--- config.mk ---
export PLATFORM = sky130hd
export DESIGN_NAME = hazard_stall_ctrl
export DESIGN_NICKNAME = d
export VERILOG_FILES = /design/src/rtl/hazard_stall_ctrl.sv
export SDC_FILE = /design/constraint.sdc
export NUM_CORES = 1
export LEC_CHECK = 0
export BUFFER_PORTS_ARGS = -buffer_cell sky130_fd_sc_hd__buf_2
export CORE_MARGIN = 2
export CORE_UTILIZATION = 30
export CTS_BUF_LIST = sky130_fd_sc_hd__clkbuf_16
export DETAILED_ROUTE_END_ITERATION = 8
export PLACE_DENSITY = 0.59
export REMOVE_ABC_BUFFERS = 1
export SKIP_CTS_REPAIR_TIMING = 1
export SYNTH_ARGS = -nofsm -noshare
export SYNTH_HDL_FRONTEND = slang
export SYNTH_SLANG_ARGS = --single-unit
--- constraint.sdc ---
create_clock -name clk -period 2.8 [get_ports clk]
set_clock_uncertainty 0.1 [all_clocks]
set_input_delay 0.42 -clock clk [delete_from_list [all_inputs] [get_ports clk]]
set_output_delay 0.42 -clock clk [all_outputs]
set_load 0.01 [all_outputs]
--- src/rtl/hazard_stall_ctrl.sv ---
// Stall/flush controller for the five-stage MIPS pipeline.
// It compares the operand needs of the D instruction (Tuse) against the
// result timing of older instructions in E and M (Tnew). It also tracks the
// multiply/divide unit busy window. On a hazard, F and D hold and E takes a
// bubble. A saturating counter records the number of stalled cycles.
module hazard_stall_ctrl #(
  parameter int MULT_CYC = 5,
  parameter int DIV_CYC  = 10
) (
  input  logic        clk,
  input  logic        rst,
  input  logic [4:0]  D_rs,
  input  logic [4:0]  D_rt,
  input  logic [1:0]  D_rs_tuse,
  input  logic [1:0]  D_rt_tuse,
  input  logic        D_md,
  input  logic [4:0]  E_dst,
  input  logic [1:0]  E_tnew,
  input  logic [4:0]  M_dst,
  input  logic [1:0]  M_tnew,
  input  logic        E_start,
  input  logic        E_is_div,
  output logic        F_WE,
  output logic        D_WE,
  output logic        E_clr,
  output logic        M_WE,
  output logic        md_busy,
  output logic [31:0] stall_cycles
);

  // Counter reload values, narrowed to the 4-bit busy counter width.
  localparam logic [3:0] MULT_LOAD = MULT_CYC[3:0];
  localparam logic [3:0] DIV_LOAD  = DIV_CYC[3:0];

  logic [3:0] md_cnt;
  logic       rs_stall;
  logic       rt_stall;
  logic       md_stall;
  logic       stall;

  // Register-dependency and MDU hazard detection. Register 0 is excluded
  // because it is never a real producer. A Tuse of 3 can never lose against
  // a Tnew of at most 2, so unused operands drop out naturally.
  always_comb begin
    rs_stall = 1'b0;
    rt_stall = 1'b0;
    md_stall = 1'b0;
    if (D_rs != 5'd0) begin
      rs_stall = ((D_rs == E_dst) && (E_tnew > D_rs_tuse)) ||
                 ((D_rs == M_dst) && (M_tnew > D_rs_tuse));
    end
    if (D_rt != 5'd0) begin
      rt_stall = ((D_rt == E_dst) && (E_tnew > D_rt_tuse)) ||
                 ((D_rt == M_dst) && (M_tnew > D_rt_tuse));
    end
    md_stall = D_md && (md_busy || E_start);
    stall    = rs_stall || rt_stall || md_stall;
  end

  // Pipeline register controls: hold F/D and bubble E while stalled.
  always_comb begin
    F_WE    = ~stall;
    D_WE    = ~stall;
    E_clr   = stall;
    M_WE    = 1'b1;
    md_busy = (md_cnt != 4'd0);
  end

  // MDU busy counter. A start while the counter is still running is a
  // protocol error, and the counter ignores it and keeps counting down.
  always_ff @(posedge clk) begin
    if (rst) begin
      md_cnt <= 4'd0;
    end else if (E_start && (md_cnt == 4'd0)) begin
      md_cnt <= E_is_div ? DIV_LOAD : MULT_LOAD;
    end else if (md_cnt != 4'd0) begin
      md_cnt <= md_cnt - 4'd1;
    end
  end

  // Saturating stall-cycle counter for performance debug.
  always_ff @(posedge clk) begin
    if (rst) begin
      stall_cycles <= 32'd0;
    end else if (stall && (stall_cycles != 32'hFFFF_FFFF)) begin
      stall_cycles <= stall_cycles + 32'd1;
    end
  end

endmodule
==> flow_metrics.env <==
export IMPL_first_iter_violations=110
export IMPL_dp_hpwl_um=4390
export IMPL_areaGrowthSynthToFinish_pct=26.4
export IMPL_cts_root_buf="clkbuf_16"
export IMPL_syn_area_um2=2230
export IMPL_dieArea_um2=8140
export IMPL_whs_path_depth=3
export IMPL_io_buffers=68
export IMPL_cts_buffer_depth=2
export IMPL_rsz0062_at_grt="no"
export IMPL_synth_most_common_cell="dfxtp_1"
export IMPL_final_min_clock_period_ps=2510
export IMPL_core_um2=7210
export IMPL_rrSetupSlack_ps=310
export IMPL_ant_nets=0
export IMPL_num_nets_final=386
export IMPL_grt_antenna_before_repair=0
export IMPL_worstHoldStart="E_is_div"
export IMPL_ys_top_cells_by_count="dfxtp_1, xor2_1, nor2_1"
export IMPL_grt_ovfl_total=0
export IMPL_required_ps=2280
export IMPL_htreeDepth=2
export IMPL_drc_errors=0
export IMPL_post_dp_cell_area_um2=2690
export IMPL_timing_rr_end="stall_cycles[25]"
export IMPL_drt_wirelength_per_cell_um=12.8
export IMPL_groute_usage_overall_pct=14.2
export IMPL_die_h_um=90.2
export IMPL_yosys_warnings=0
export IMPL_slew_violations=0
export IMPL_clk_latency_ps=280
export IMPL_synth_top_area_share_pct=32.3
export IMPL_finish_instance_area_um2=2820
export IMPL_drv_cap=0
export IMPL_ioPinCount=70
export IMPL_synthArstFlopShare_pct=0
export IMPL_synth_edf_count=0
export IMPL_p_leak_nw=1.23
export IMPL_cp_max_fo=6
export IMPL_pwr_density_cell_nw_per_um2=518
export IMPL_synth_largest_area_cell="dfxtp_1"
export IMPL_cts_tree="built"
export IMPL_hold_path_class="in2reg"
export IMPL_synthTopCellsByArea="dfxtp_1, xor2_1, ha_1"
export IMPL_initial_core_util_pct=30.9
export IMPL_grt_pass1_wl_um=9690
export IMPL_drt_pass1_iterations=4
export IMPL_reg2reg_depth=8
export IMPL_num_vias=2175
export IMPL_setup_violations_final=0
export IMPL_worstPathArrival_ps=1990
export IMPL_end_kind="output pin"
export IMPL_ir_worst_vdd_mv=0.279
export IMPL_synthFlopType="dfxtp_1"
export IMPL_diodes=0
export IMPL_clkTransAtPathRegs_ps=50
export IMPL_seq_area_frac_synth_pct=32.3
export IMPL_whs_endpoint="md_cnt[3]"
export IMPL_total_power_mw=1.46
export IMPL_max_freq_mhz=398
export IMPL_cts_buffers=5
export IMPL_ys_ff_latch=36
export IMPL_globalplace_congestion=0.836
export IMPL_grt_pass1_vias=2045
export IMPL_wirelength_um=5620
export IMPL_netlist_instances=273
export IMPL_clock_sinks=36
export IMPL_via_per_inst=4.93
export IMPL_crit_type="in2out"
export IMPL_r2r_start="stall_cycles[4]"
export IMPL_drive_above_1_share_pct=25.7
export IMPL_die_x_um=90.2
export IMPL_finalHoldViolCount=0
export IMPL_synth_cell_types=38
export IMPL_fin_crit_sh_pct=89.6
export IMPL_grt_start_max_net_pins=22
export IMPL_synth_avg_cell_area_um2=8.17
export IMPL_num_rows=31
export IMPL_tns_ps=0
export IMPL_status="finished clean"
export IMPL_start_kind="primary input"
-- worst max-delay path by stage --
stage / endpoint / cells after the start / from / slack (ps)
global placement: stall_cycles[31] / 11 / D_rs_tuse[1] / 210
CTS: stall_cycles[25] / 8 / stall_cycles[2] / 250
finish: F_WE / 11 / D_rt_tuse[1] / 290
global route: stall_cycles[25] / 8 / stall_cycles[2] / 50
floorplan: stall_cycles[31] / 10 / D_rs_tuse[1] / 130
detailed placement: stall_cycles[31] / 11 / D_rs_tuse[1] / 120
-- per-layer routing --
metal	track usage (%)	wire, um	share of wire [%]
met1	18.3	2660	47
met2	24.4	2670	48
met3	2.85	214	3.8
met4	3.72	72	1.3
met5	0	0	0
-- metrics by stage --
stage | utilization (%) | hold WS (ps) | worst slack [ps] | instances
2_1_floorplan | - | 389 | 134 | 259
3_5_place_dp | 37.2 | 402 | 119 | 434
5_1_grt | 39.1 | 376 | 54.7 | 441
4_1_cts | 39.1 | 343 | 253 | 441
3_3_place_gp | 37.2 | 388 | 207 | 434
6_report | 39.1 | 343 | 290 | 441
-- critical path, cell delays in order --
cell and delay [ps]:
buf_2 80, inv_1 40, ha_1 300, nor2b_1 130, o21ai_0 200, a2111oi_2 60
o22ai_1 200, nand3_2 150, buf_4 200, inv_1 70, buf_2 120
-- registers in the layout, indices dropped and copies added, names as in the netlist --
register	count
md_cnt	4
stall_cycles	32
-- area by class of cell --
class | count | area, um2
inverter | 13 | 48.8
multi-input combinational | 210 | 1390
clock inverter | 2 | 7.51
timing repair buffer | 76 | 400
fill | 765 | 4400
tap | 99 | 124
clock buffer | 5 | 125
sequential | 36 | 721
-- placed cells by master, fill, tap and decap left out, types with 2 or more instances in the layout --
cell type and count:
nor3_1 4, ha_1 11, clkinv_1 2, o22ai_1 2
nor2b_1 2, xor2_1 26, nor2_1 25, o21ai_0 9
clkbuf_16 5, a21oi_1 20, nand3_1 17, buf_4 8
nand2_1 14, buf_2 68, nor4_1 4, xnor2_1 14
and3_1 9, or3_1 9, a211oi_1 3, o31ai_1 3
nand4_1 18, dfxtp_1 36, or4_1 5, and4_1 2
inv_1 13
-- power breakdown --
part           leakage (nW)  switching [mW]  internal (mW)
registers             0.291          0.0285          0.548
logic                 0.870           0.217          0.156
clock network        0.0648           0.192          0.318
total                  1.23           0.438           1.02
-- logic make-up (layout without fill, tap and decap cells) --
kind of cell | count (synthesis) | count (layout) | synth area share [%]
other | 1 | 1 | 0.168
and+or+nand+nor | 118 | 118 | 29.9
DFF | 36 | 36 | 32.3
muxes | 1 | 1 | 0.505
AOI/OAI and AO/OA | 39 | 39 | 9.99
xor gates and xnor gates | 40 | 40 | 15.7
adders and majority gates | 11 | 11 | 6.17
buffers and inverters | 27 | 96 | 5.22
Note: power is estimated with default switching activity, not from simulation.
